$ cat config.mk
export PLATFORM = sky130hd
export DESIGN_NAME = custom_instr_dispatch
export DESIGN_NICKNAME = d
export VERILOG_FILES = /design/src/rtl/custom_instr_dispatch.sv
export SDC_FILE = /design/constraint.sdc
export NUM_CORES = 1
export LEC_CHECK = 0
export ABC_CLOCK_PERIOD_IN_PS = 2200
export BUFFER_PORTS_ARGS = -buffer_cell sky130_fd_sc_hd__buf_2
export CAP_MARGIN = 10
export CORE_AREA = 2 2 138 140
export DETAILED_ROUTE_END_ITERATION = 8
export DIE_AREA = 0 0 140 142
export GPL_ROUTABILITY_DRIVEN = 0
export SLEW_MARGIN = 20
export SYNTH_ARGS = -nofsm -noshare
export SYNTH_HDL_FRONTEND = slang
export SYNTH_SLANG_ARGS = --single-unit
$ cat constraint.sdc
create_clock -name clk_i -period 2.2 [get_ports clk_i]
set_clock_uncertainty 0.05 [all_clocks]
set_input_delay 0.44 -clock clk_i [delete_from_list [all_inputs] [get_ports clk_i]]
set_output_delay 0.44 -clock clk_i [all_outputs]
set_load 0.1 [all_outputs]
$ cat src/rtl/custom_instr_dispatch.sv
// custom_instr_dispatch: single-slot X-interface sequencer (issue/commit in, unit start/operands/done bus, valid/ready result out)
module custom_instr_dispatch #(
  parameter int         N_UNITS  = 4,
  parameter int         ID_WIDTH = 4,
  parameter int         TIMEOUT  = 64,
  parameter logic [6:0] OPCODE   = 7'h0B
) (
  input  logic                  clk_i,
  input  logic                  rst_ni,
  input  logic                  issue_valid_i,
  output logic                  issue_ready_o,
  input  logic [31:0]           issue_instr_i,
  input  logic [ID_WIDTH-1:0]   issue_id_i,
  input  logic [31:0]           issue_rs0_i,
  input  logic [31:0]           issue_rs1_i,
  output logic                  issue_accept_o,
  output logic                  issue_writeback_o,
  input  logic                  commit_valid_i,
  input  logic [ID_WIDTH-1:0]   commit_id_i,
  input  logic                  commit_kill_i,
  output logic [N_UNITS-1:0]    unit_start_o,
  output logic [31:0]           unit_rs0_o,
  output logic [31:0]           unit_rs1_o,
  input  logic [N_UNITS-1:0]    unit_done_i,
  input  logic [32*N_UNITS-1:0] unit_rd_i,
  output logic                  result_valid_o,
  input  logic                  result_ready_i,
  output logic [ID_WIDTH-1:0]   result_id_o,
  output logic [4:0]            result_rd_o,
  output logic [31:0]           result_data_o,
  output logic                  result_err_o,
  output logic                  busy_o
);
  localparam int CW = $clog2(TIMEOUT);
  typedef enum logic [1:0] {IDLE, WAIT_COMMIT, EXEC, RESULT} state_t;
  state_t             state;
  logic [N_UNITS-1:0] sel_oh;
  logic [N_UNITS-1:0] new_oh;
  logic [CW-1:0]      cnt;
  logic [31:0]        rd_sel;
  logic               decode_ok;
  logic               accept;
  logic               hit;
  logic               got_done;
  logic               unused;
  assign unused            = ^issue_instr_i[31:15];
  assign issue_ready_o     = state == IDLE;
  assign busy_o            = state != IDLE;
  assign decode_ok         = issue_instr_i[6:0] == OPCODE && int'(issue_instr_i[14:12]) < N_UNITS;
  assign accept            = issue_valid_i && issue_ready_o && decode_ok;
  assign issue_accept_o    = accept;
  assign issue_writeback_o = accept;
  assign new_oh            = N_UNITS'(1) << issue_instr_i[14:12];
  assign hit               = commit_valid_i && commit_id_i == (state == IDLE ? issue_id_i : result_id_o);
  assign got_done          = cnt != '0 && |(unit_done_i & sel_oh);
  always_comb begin
    rd_sel = '0;
    for (int k = 0; k < N_UNITS; k++) rd_sel |= sel_oh[k] ? unit_rd_i[32*k +: 32] : 32'd0;
  end
  always_ff @(posedge clk_i or negedge rst_ni)
    if (!rst_ni) begin
      state          <= IDLE;
      sel_oh         <= '0;
      cnt            <= '0;
      unit_start_o   <= '0;
      unit_rs0_o     <= '0;
      unit_rs1_o     <= '0;
      result_valid_o <= 1'b0;
      result_id_o    <= '0;
      result_rd_o    <= '0;
      result_data_o  <= '0;
      result_err_o   <= 1'b0;
    end else begin
      unit_start_o <= '0;
      case (state)
        IDLE: if (accept) begin
          sel_oh       <= new_oh;
          result_id_o  <= issue_id_i;
          result_rd_o  <= issue_instr_i[11:7];
          unit_rs0_o   <= issue_rs0_i;
          unit_rs1_o   <= issue_rs1_i;
          cnt          <= '0;
          state        <= !hit ? WAIT_COMMIT : commit_kill_i ? IDLE : EXEC;
          unit_start_o <= hit && !commit_kill_i ? new_oh : '0;
        end
        WAIT_COMMIT: if (hit) begin
          state        <= commit_kill_i ? IDLE : EXEC;
          unit_start_o <= commit_kill_i ? '0 : sel_oh;
          cnt          <= '0;
        end
        EXEC: begin
          cnt <= cnt + 1'b1;
          if (got_done || cnt == CW'(TIMEOUT - 1)) begin
            state          <= RESULT;
            result_valid_o <= 1'b1;
            result_data_o  <= got_done ? rd_sel : 32'd0;
            result_err_o   <= !got_done;
          end
        end
        RESULT: if (result_ready_i) begin
          state          <= IDLE;
          result_valid_o <= 1'b0;
        end
        default: state <= IDLE;
      endcase
    end
endmodule

* Yosys cells after proc, flatten, opt, wreduce, memory -nomap -nowiden
Cells that the tools add are included.
Cells by class: bitwise logic cells 4, equal/unequal tests 10, reduce and logical (&&, ||, !) cells 20, shift-type cells 1, muxes and demuxes 24, add/subtract/negate cells 1, order comparisons 1
Operators by type and width (number):
- 2-to-1 mux 32 bit | 5
- bitwise OR 32 bit | 3
- 2-to-1 mux 4 bit | 5
- case mux 6 bit (3 select lines) | 1
- 2-to-1 mux 2 bit | 6
- 2-to-1 mux 6 bit | 2
- case mux 2 bit (4 select lines) | 1
- case mux 4 bit (2 select lines) | 1
- equality test 7 x 4 -> 1 bit (second input constant) | 1
- adder 6 x 1 -> 6 bit (second input constant) | 1
- equality test 6 bit (second input constant) | 1
- logical AND 1 bit | 6
- != test 2 bit (second input constant) | 3
- AND reduction 3 bit | 2
- nonzero test 6 bit | 1
- AND 4 bit | 1
- equality test 2 bit (second input constant) | 2
- equality test 4 bit | 1
- AND reduction 2 bit | 2
- AND reduction 4 bit | 1
- nonzero test 2 bit | 2
- OR reduction 4 bit | 1
- left shift 1 x 3 -> 4 bit (first input constant) | 1
- < comparator 3 bit (second input constant) | 1
- other kinds (8) | 10
Storage, ports and cells: input bits 242, logic and storage cells 72, register bits after elaboration 123

* Depth between registers and ports, before layout
Gate-level depths: netlist (run 1).
depth in word-level cells 8, gate-level depth with buffers 10, mapped depth without buffers 6

* Worst setup path after synthesis (run 1)
No wires, ideal clock.
path type flip-flop to output port, start reg state[1], end out issue_writeback_o, cell stages (with the launch flop) 9, setup slack -0.951 ns, buffers on the path 4, arrival 2.661 ns, path through dfrtp_1 buf_6 nor2_4 nand4b_1 or3_1 buf_2 inv_2 buf_2 buf_4
Between the ends: longest elaborated chain between the ends 3
Ends and longest elaborated chain:
- from (decl) | line 36 | state_t state;
- from (signal assigned) | line 83 | state <= !hit ? WAIT_COMMIT : commit_kill_i ? IDLE : EXEC;
- from (signal assigned) | line 87 | state <= commit_kill_i ? IDLE : EXEC;
- logical NOT 2 bit | line 47 | assign issue_ready_o = state == IDLE;
- named net issue_ready_o | line 11 | output logic issue_ready_o,
- logical AND 1 bit (2 in series) | line 50 | assign accept = issue_valid_i && issue_ready_o && decode_ok;
- to (decl) | line 17 | output logic issue_writeback_o,
The timed path passes the listed nets, and every way through them passes these cells.

* Final worst setup path (run 1)
start reg state[1], end out issue_writeback_o
Between the ends: longest elaborated chain between the ends 3
Ends and longest elaborated chain (line):
- logical NOT 2 bit | 47
- logical AND 1 bit (2 in series) | 50
Every way passes these cells.

==> run summary, run 1 <==
CP bufs+invs = 2
Most used DFF post-synth = dfrtp_1
post-synth top area share = 0.550
Num CTS Buffers = 17
core area = 0.0185 mm²
asr flop ratio synth = 1.00
synthesized area = 0.00559 mm²
Worst VDD drop = 0.000617 V
maxcap violations = 0
DRC viols = 25
kind of end point of the critical path = output pin
Leakage = 4.74 nW
Port Buffers = 339
dpl cells = 1,138
Final period util = 1.07
Synth Area per Inst = 9.61 µm²
CP top delay family = simple AND/OR/NAND/NOR gates
reg-to-reg startpoint = state[1]
DP Wirelength = 14.9 mm
simple-gate share of the synthesized area = 0.196
Crit path largest cell delay = 0.45 ns
Reg clk slew, reported paths = 0.07 ns
final core occ = 0.456
DIE WIDTH = 140 µm
Worst R2R End = cnt[3]
routed len/inst = 16.6 µm
DP Area = 0.00773 mm²
commonest non-fill, non-tap cell in the layout = buf_2
Initial Util = 0.303
PwrDens = 833 mW/mm²
post-synth cell types = 51
Critical Path Source = state[1]
Max Fclk = 424 MHz
fraction of layout cells with a size suffix above 1 = 0.446
cell count of the worst reg-to-reg path = 10
Setup Crit Path Kind = reg2out
Critical Path RT = 1.71 ns
reg2reg setup slack = 0.09 ns
synthesized net count = 826
most frequent cells in the layout = buf_2, nand2_1, dfrtp_1
Max FO, Critical Path = 4
Layout fillers = 1,830
Rows = 50
actual slew at the worst max-slew pin = 0.526 ns
fin crit period = 2.36 ns
pin count of the biggest net entering global routing = 66
vias in the first global route = 5,608
Die Y = 142 µm
GRT Util Overall = 0.196
critical path's slowest cell = or3_4
initial DRC count = 269
full die area = 0.0199 mm²
Total Wirelength = 19.5 mm
relative slew slack = 0.652
final setup fails = 2
fin worst setup slack = -0.159 ns
critical path arrival = 1.87 ns
final hold vios = 0
initial antenna violation count = 4
top cells by area, synth = dfrtp_1, nand2_1, a221oi_1, a22o_1, o2bb2ai_1
failing checks = DRC, setup timing
Root Buffer = clkbuf_16
largest family of logic cells by synthesized area = simple AND/OR/NAND/NOR gates
status = finished, violations left
Final Non-Filler Cells = 1,179
HP Class = in2reg
cell count along the critical path = 5
adder-cell area share of the yosys netlist = 0.00447
Antenna Nets Post-Route = 0
Syn. warnings = 0
Mapped Cells = 582
startpoint types = flop
Max Slew Vio Count = 0
xor/xnor share of the synthesized area = 0.00626
largest area contributor in the netlist = dfrtp_1
# IOs = 357
Final Cell Area = 0.00841 mm²
P&R area growth vs syn = 50.3%
number of synthesized flops with an enable pin = 0
Skew-Pair Late Insertion Delay = 0.41 ns
CP Capture Point = issue_writeback_o
# clock sinks = 123
WHS = 0.163 ns
Vias = 5,599
Critical Path, Cell by Cell = nor2_4 > nand4b_1 > or3_4 > inv_6 > buf_12
htree depth = 4
post-synthesis mux area share = 0.00380
sequential fraction of the synthesis area = 0.550
buffers from clock root to sink, at most = 2
first-pass GRT wire length = 30.4 mm
Initial DRT Pass Iterations = 8
drt via density = 4.75
CTS tree = done
total grt overflow = 0
fin nets = 1,174
Synth Area in Compound Gates = 0.195
Synth Register Bits = 123
RSZ-0062 raised after global routing = true
-- layout make-up --
type	instances	area, µm²	share of cell area
sequential	123	3080	0.366
multi-input combinational	407	2290	0.272
timing repair buffer	374	2120	0.252
clock buffer	17	425	0.0506
tap	234	293	0.0348
clock inverter	15	174	0.0207
inverter	7	31.3	0.00372
antenna	2	5.00	0.000595
-- kinds of logic (layout without fill, tap and decap cells) --
group / Yosys count / count (layout)
buffers and inverters: 52 / 413
multiplexers: 2 / 2
AND/OR/NAND/NOR: 271 / 271
XOR/XNOR: 4 / 4
AO/OA/AOI/OAI: 128 / 128
adder cells (fa/ha/maj): 2 / 2
flip-flops: 123 / 123
other: 0 / 2
-- sequential cells by signal (all words and copies together), names as in the netlist, 4 cells and up --
name and cells:
unit_rs1_o 32, result_rd_o 5, result_id_o 4, cnt 6
sel_oh 4, unit_start_o 4, unit_rs0_o 32, result_data_o 32
-- worst min path at each step --
stage / to / depth (start not counted) / startpoint
after floorplan: cnt[0] / 0 / rst_ni
after global placement: result_data_o[30] / 1 / rst_ni
after detailed placement: result_data_o[30] / 1 / rst_ni
after CTS: unit_rs1_o[18] / 3 / issue_rs1_i[18]
after global routing: result_rd_o[0] / 3 / issue_instr_i[7]
final: unit_rs1_o[19] / 3 / issue_rs1_i[19]
-- stage by stage --
| step | setup slack, ns | power [W] | setup TNS (ns) |
|---|---|---|---|
| floorplan | -0.414 | 0.00361 | -3.50 |
| global placement | -0.131 | 0.00412 | -5.16 |
| detailed placement | -0.190 | 0.00414 | -9.05 |
| CTS | -0.191 | 0.00706 | -0.401 |
| global route | -0.222 | 0.00732 | -0.615 |
| finish | -0.159 | 0.00700 | -0.317 |
-- where the power goes --
part	switching [W]	internal (W)	total (W)	leakage, nW
clock network	0.00116	0.00171	0.00287	0.289
logic	0.00110	0.000506	0.00161	2.77
registers	0.000123	0.00240	0.00252	1.68
-- tightest hold or removal path: cells and delay by family --
kind                   cells  cell delay (ns)
buffers and inverters      1             0.07
and+or+nand+nor            2             0.08
-- cells in the mapped netlist, drive strengths merged (2+ instances only) --
| cell type | number |
|---|---|
| o31ai | 4 |
| ha | 2 |
| and3 | 2 |
| o2bb2ai | 32 |
| inv | 6 |
| xor2 | 2 |
| xnor2 | 2 |
| a22o | 32 |
| a22oi | 3 |
| o21a | 2 |
| o211ai | 2 |
| o22ai | 3 |
| or3 | 2 |
| nand2 | 243 |
| a221oi | 32 |
| o21ai | 4 |
| clkbuf | 22 |
| nor3 | 4 |
| buf | 23 |
| nand3b | 2 |
| dfrtp | 123 |
| nor2 | 5 |
| a21oi | 8 |
| nand3 | 4 |
-- per-layer routing --
layer  track usage  share of wire
met5             0        0.00066
met4        0.0691          0.019
met3        0.0666          0.089
met2         0.343           0.50
met1         0.226           0.39
-- repair_timing --
| item | in CTS | in global routing |
|---|---|---|
| endpoints found under the setup margin | 42 | 11 |
| buffers inserted | 2 | 4 |
| hold buffers | 1 | 0 |
| resized for setup | 1 | 4 |
| hold endpoints to repair | 18 | 0 |
| pin swaps | 1 | 3 |
No activity file was read; power rests on OpenSTA's default activity.
==> run 2, diff against run 1 <==
--- a/config.mk
+++ b/config.mk
@@ -5,12 +5,13 @@
 export SDC_FILE = /design/constraint.sdc
 export NUM_CORES = 1
 export LEC_CHECK = 0
+export ABC_AREA = 1
 export ABC_CLOCK_PERIOD_IN_PS = 2200
 export BUFFER_PORTS_ARGS = -buffer_cell sky130_fd_sc_hd__buf_2
 export CAP_MARGIN = 10
-export CORE_AREA = 2 2 138 140
+export CORE_AREA = 2 2 140 142
 export DETAILED_ROUTE_END_ITERATION = 8
-export DIE_AREA = 0 0 140 142
+export DIE_AREA = 0 0 142 144
 export GPL_ROUTABILITY_DRIVEN = 0
 export SLEW_MARGIN = 20
 export SYNTH_ARGS = -nofsm -noshare
==> run 2 against run 1 <==
Compared with the run above:
- the flow now finishes without violations
- non-clock buffer count is 13 lower
- count of clock-buffer cells in the layout is 1 higher
- worst setup slack better by 0.30 ns
- final cell count is 5.9% higher
- core utilization is 2.0 points lower
- critical path depth is 2 lower
- critical path type unchanged
==> run summary, run 2 <==
DP Wirelength = 14.9 mm (+0.29%)
cell count along the critical path = 3 (-2)
total grt overflow = 0 (unchanged)
fin crit period = 2.06 ns (-0.302 ns)
first-pass GRT wire length = 30.8 mm (+1.3%)
post-synth cell types = 29 (-43%)
P&R area growth vs syn = 44.6%
actual slew at the worst max-slew pin = 0.856 ns (+0.329 ns)
Initial DRT Pass Iterations = 4 (-4)
relative slew slack = 0.430 (-0.222)
Leakage = 4.81 nW (+1.6%)
drt via density = 4.66 (-1.8%)
asr flop ratio synth = 1.00 (unchanged)
final hold vios = 0 (unchanged)
# IOs = 357 (unchanged)
Antenna Nets Post-Route = 0 (unchanged)
CP top delay family = buffers and inverters
# clock sinks = 123 (unchanged)
Port Buffers = 339 (unchanged)
Critical Path RT = 1.71 ns (about the same)
DRC viols = 0 (-100%)
most common cell in the netlist = nand2_1
final setup fails = 0 (-2)
CP bufs+invs = 2 (unchanged)
CTS tree = done
commonest non-fill, non-tap cell in the layout = buf_2
Largest regs = result_data_o: 32 flops, unit_rs0_o: 32 flops, unit_rs1_o: 32 flops
Critical Path, Cell by Cell = nor2_8 > buf_4 > buf_2
DIE WIDTH = 142 µm (+1.4%)
Worst VDD drop = 0.000479 V (-22%)
Max Slew Vio Count = 0 (unchanged)
htree depth = 4 (unchanged)
WHS = 0.169 ns (+0.00572 ns)
RSZ-0062 raised after global routing = false
routed len/inst = 16.2 µm (-2.4%)
pin count of the biggest net entering global routing = 79 (+20%)
critical path's slowest cell = dfrtp_2
Initial Util = 0.301 (-0.00172)
Layout fillers = 1,936 (+5.8%)
commonest cells in the netlist = nand2_1, dfrtp_1, o21ai_0, a221oi_1, a22o_1
Total Wirelength = 20.2 mm (+3.4%)
largest area contributor in the netlist = dfrtp_1
Crit path largest cell delay = 0.44 ns (about the same)
critical path arrival = 1.57 ns (-0.30 ns)
Die Y = 144 µm (+1.4%)
Rows = 51 (+2.0%)
Synth Register Bits = 123 (unchanged)
top cells by area, synth = dfrtp_1, nand2_1, a221oi_1, a22o_1, o21ai_0
kind of end point of the critical path = output pin
GRT Util Overall = 0.196 (-0.000753)
Max Fclk = 486 MHz (+15%)
Syn. warnings = 0 (unchanged)
Final period util = 0.935 (-0.137)
status = finished, final reports clean
synthesized net count = 901 (+9.1%)
most frequent cells in the layout = buf_2, nand2_1, dfrtp_1
Reg clk slew, reported paths = 0.06 ns (about the same)
Hold Path Stages = 3 (unchanged)
buffers from clock root to sink, at most = 2 (unchanged)
core area = 0.0191 mm² (+3.4%)
fin nets = 1,241 (+5.7%)
sequential fraction of the synthesis area = 0.535 (-0.0150)
Max FO, Critical Path = 8 (+4)
Root Buffer = clkbuf_16
Vias = 5,824 (+4.0%)
PwrDens = 837 mW/mm² (+0.50%)
full die area = 0.0204 mm² (+2.9%)
total negative slack = 0 ns (+0.317 ns)
maxcap violations = 0 (unchanged)
initial antenna violation count = 4 (unchanged)
startpoint types = flop
synthesized area = 0.00575 mm² (+2.8%)
Setup Crit Path Kind = reg2out
number of synthesized flops with an enable pin = 0 (unchanged)
fraction of layout cells with a size suffix above 1 = 0.417 (-0.0296)
cell count of the worst reg-to-reg path = 8 (-2)
initial DRC count = 195 (-28%)
vias in the first global route = 5,739 (+2.3%)
Mapped Cells = 657 (+13%)
Synth Area per Inst = 8.75 µm² (-8.9%)
Num CTS Buffers = 17 (unchanged)
post-synth top area share = 0.535 (-0.0150)
HP Class = in2reg
Skew-Pair Late Insertion Delay = 0.40 ns (about the same)
Most used DFF post-synth = dfrtp_1
[run 2: changes by cell type in the layout (fill, tap and decap cells not counted), moves of 4 or more]
cell       change
nand3_1        +7
o2bb2ai_1     -32
inv_6          -4
buf_4          -7
nand3_2        +5
o31ai_1        -4
nand2_1       +64
o21ai_1        +7
o21ai_0       +31
nand4_1        +5
inv_1         +14
nand2_2        +7
buf_12         -7
[run 2: cell type report]
| class | count | area [µm²] | area share |
|---|---|---|---|
| multi-input combinational | 471 | 2330 | 0.280 |
| timing repair buffer | 361 | 1930 | 0.232 |
| clock buffer | 18 | 439 | 0.0528 |
| sequential | 123 | 3080 | 0.370 |
| antenna | 1 | 2.50 | 0.000301 |
| tap | 238 | 298 | 0.0358 |
| clock inverter | 14 | 134 | 0.0161 |
| inverter | 23 | 101 | 0.0122 |
[run 2: cell families (layout without fill, tap and decap cells)]
logic type | Yosys count | after routing | synth area share
buf+inv | 63 | 416 | 0.0596
fa+ha+maj | 2 | 2 | 0.00435
flops | 123 | 123 | 0.535
simple gates | 356 | 356 | 0.261
compound gates | 113 | 113 | 0.140
other cells | 0 | 1 | 0
[run 2: power breakdown]
| part | switching [W] | internal, W |
|---|---|---|
| combinational | 0.00127 | 0.000488 |
| sequential | 0.0000980 | 0.00237 |
| clock | 0.00112 | 0.00161 |
| total | 0.00249 | 0.00447 |
[run 2: what timing repair did]
item	4_1_cts	5_1_grt
endpoints found under the hold margin	34	0
setup buffers	2	4
resized for setup	3	1
gates cloned	0	0
endpoints found under the setup margin	2	2
hold buffers	1	0
pin swaps	1	0
[run 2: worst min-delay path, stage by stage]
cell	delay [ns]
buf_2	0.07
nand2_1	0.04
nand2_1	0.04
[run 2: per-stage QoR]
stage,area (µm²),total power (W),worst slack (ns),utilization,cells
6_report,8310,0.00696,0.143,0.436,1249
5_1_grt,8310,0.00732,0.0249,0.436,1249
4_1_cts,8280,0.00706,0.0567,0.434,1244
3_5_place_dp,7670,0.00424,0.240,0.402,1209
3_3_place_gp,7670,0.00423,0.284,0.402,1209
2_1_floorplan,5770,0.00376,-0.0623,-,657
[run 2: metal layers]
layer,GRT usage,vias to the layer above,share of wire
li1,-,2859,-
met4,0.0642,4,0.017
met2,0.322,257,0.48
met5,0,-,0.0017
met1,0.242,2682,0.42
met3,0.0669,22,0.088
[run 2: final timing paths]
| path | start | end | slack, ns |
|---|---|---|---|
| worst max-delay path | state[1] | issue_ready_o | 0.14 |
| worst min-delay path | issue_rs1_i[10] | unit_rs1_o[10] | 0.17 |
| worst max register to register | cnt[0] | result_data_o[20] | 0.39 |
| worst min register to register | unit_rs1_o[9] | unit_rs1_o[9] | 0.42 |
| max in group asynchronous | rst_ni | unit_start_o[3] | 0.93 |
| min in group asynchronous | rst_ni | result_data_o[11] | 0.47 |
==> run 3, diff against run 2 <==
--- a/config.mk
+++ b/config.mk
@@ -9,10 +9,12 @@
 export ABC_CLOCK_PERIOD_IN_PS = 2200
 export BUFFER_PORTS_ARGS = -buffer_cell sky130_fd_sc_hd__buf_2
 export CAP_MARGIN = 10
-export CORE_AREA = 2 2 140 142
+export CELL_PAD_IN_SITES_DETAIL_PLACEMENT = 0
+export CELL_PAD_IN_SITES_GLOBAL_PLACEMENT = 1
+export CORE_UTILIZATION = 27
 export DETAILED_ROUTE_END_ITERATION = 8
-export DIE_AREA = 0 0 142 144
 export GPL_ROUTABILITY_DRIVEN = 0
+export PLACE_DENSITY_LB_ADDON = 0.1
 export SLEW_MARGIN = 20
 export SYNTH_ARGS = -nofsm -noshare
 export SYNTH_HDL_FRONTEND = slang
==> run 3 against run 2 <==
Compared with the run above:
- worst hold slack worse by 0.0021 ns
- total power up 0.76%
- core utilization shrank 3.5 points
- final area rose by 0.95%
- combinational power about the same
- final cell count is 2.6% higher
- die area rose by 7.0%
- register-to-register slack about the same
- sequential share of layout area shrank 0.35 points
- sequential cell count is the same
- worst setup slack worse by 0.031 ns
- critical path type unchanged
- largest cell class unchanged
- highest routed layer is now met4
==> run summary, run 3 (same netlist as run 2, synthesis figures left out) <==
final hold vios = 0 (unchanged)
total grt overflow = 0 (unchanged)
Rows = 53 (+3.9%)
PwrDens = 835 mW/mm² (-0.18%)
CTS tree = done
DIE WIDTH = 148 µm (+4.2%)
first-pass GRT wire length = 29.7 mm (-3.8%)
relative slew slack = 0.640 (+0.210)
Port Buffers = 339 (unchanged)
GRT Util Overall = 0.176 (-0.0201)
pin count of the biggest net entering global routing = 79 (unchanged)
fin crit period = 2.09 ns (+0.0308 ns)
Leakage = 4.81 nW (about the same)
Sw Share = 0.347 (-0.0104)
full die area = 0.0219 mm² (+7.0%)
DRC viols = 0 (unchanged)
Largest regs = result_data_o: 32 flops, unit_rs0_o: 32 flops, unit_rs1_o: 32 flops
actual slew at the worst max-slew pin = 0.544 ns (-0.312 ns)
Worst VDD drop = 0.000508 V (+6.0%)
Power Internal = 0.00458 W (+2.4%)
maxcap violations = 0 (unchanged)
Vias = 5,575 (-4.3%)
Skew-Pair Late Insertion Delay = 0.41 ns (about the same)
Reg clk slew, reported paths = 0.06 ns (about the same)
startpoint types = flop
WHS = 0.167 ns (-0.00210 ns)
Comb power frac = 0.254 (about the same)
Initial DRT Pass Iterations = 4 (unchanged)
Root Buffer = clkbuf_16
# clock sinks = 123 (unchanged)
Max Slew Vio Count = 0 (unchanged)
cell count of the worst reg-to-reg path = 9 (+1)
Setup Crit Path Kind = reg2out
Initial Util = 0.274 (-0.0270)
Final Cell Area = 0.00839 mm² (+0.95%)
Die Y = 148 µm (+2.7%)
initial antenna violation count = 0 (-4)
P&R area growth vs syn = 46.0%
DP Area = 0.00775 mm² (+1.1%)
power share of the sequential group = 0.352 (-0.003)
Critical Path RT = 1.71 ns (about the same)
initial DRC count = 204 (+4.6%)
fin nets = 1,238 (-0.24%)
final setup fails = 0 (unchanged)
clock group share of total power = 0.394 (+0.003)
HP Class = in2reg
core area = 0.0210 mm² (+9.8%)
Pwr Total = 0.00701 W (+0.76%)
htree depth = 4 (unchanged)
RSZ-0062 raised after global routing = false
Switch Pwr = 0.00243 W (-2.2%)
commonest non-fill, non-tap cell in the layout = buf_2
Max Fclk = 479 MHz (-1.5%)
Max FO, Critical Path = 5 (-3)
# IOs = 357 (unchanged)
status = finished, final reports clean
Final period util = 0.949 (+0.0140)
Num CTS Buffers = 17 (unchanged)
fraction of layout cells with a size suffix above 1 = 0.414 (-0.00273)
routed len/inst = 15.0 µm (-7.2%)
Total Wirelength = 19.3 mm (-4.8%)
buffers from clock root to sink, at most = 2 (unchanged)
Hold Path Stages = 3 (unchanged)
ant diodes = 0 (-1)
DP Wirelength = 14.1 mm (-5.1%)
critical path arrival = 1.60 ns (+0.03 ns)
most frequent cells in the layout = buf_2, nand2_1, dfrtp_1
vias in the first global route = 5,495 (-4.3%)
drt via density = 4.35 (-6.7%)
kind of end point of the critical path = output pin
Antenna Nets Post-Route = 0 (unchanged)
[run 3: cell type report]
type / count / area, µm²
Clock inverter: 14 / 148
Timing Repair Buffer: 358 / 1950
Inverter: 23 / 101
Multi-Input combinational cell: 471 / 2330
Sequential cell: 123 / 3080
Clock buffer: 18 / 439
Tap cell: 275 / 344
Fill cell: 2211 / 12600
[run 3: path summary, 6_finish.rpt]
check,slack [ns],to,startpoint
worst max-delay path,0.11,issue_accept_o,state[1]
worst min-delay path,0.17,unit_rs1_o[2],issue_rs1_i[2]
worst max register to register,0.38,unit_start_o[0],state[1]
worst min register to register,0.42,unit_rs0_o[10],unit_rs0_o[10]
max in group asynchronous,1.07,state[1],rst_ni
min in group asynchronous,0.45,result_data_o[13],rst_ni
[run 3: power groups by stage]
stage	combinational, W	sequential (W)	clock (W)
floorplan	0.000808	0.00296	0
global placement	0.00173	0.00252	0
detailed placement	0.00173	0.00252	0
CTS	0.00181	0.00247	0.00285
global route	0.00194	0.00249	0.00294
finish	0.00178	0.00247	0.00276
[run 3: critical path, cell delays in order (launching register included)]
cell,delay [ns]
dfrtp_2,0.44
nor2_8,0.13
nand3_2,0.08
nor2_1,0.11
nand2_2,0.13
clkinv_8,0.11
buf_12,0.18
[run 3: metal layers]
metal / share of wire / wire (µm) / up-vias / GRT usage
met1: 0.43 / 8220 / 2490 / 0.214
met4: 0.013 / 255 / 0 / 0.0593
li1: - / - / 2858 / -
met2: 0.47 / 9120 / 213 / 0.292
met5: 0 / 0 / - / 0
met3: 0.086 / 1660 / 14 / 0.0559
[run 3: what timing repair did]
item / CTS / global route
hold buffers: 1 / 0
endpoints found under the hold margin: 23 / 0
resized for setup: 3 / 0
endpoints found under the setup margin: 3 / 0
setup buffers: 4 / 0
[run 3: metrics by stage]
stage | cells | worst slack, ns | util | setup TNS [ns]
2_1_floorplan | 657 | -0.0623 | - | -0.0623
3_3_place_gp | 1245 | 0.269 | 0.370 | 0
3_5_place_dp | 1245 | 0.286 | 0.370 | 0
4_1_cts | 1282 | 0.0694 | 0.400 | 0
5_1_grt | 1282 | 0.0357 | 0.400 | 0
6_report | 1282 | 0.112 | 0.400 | 0
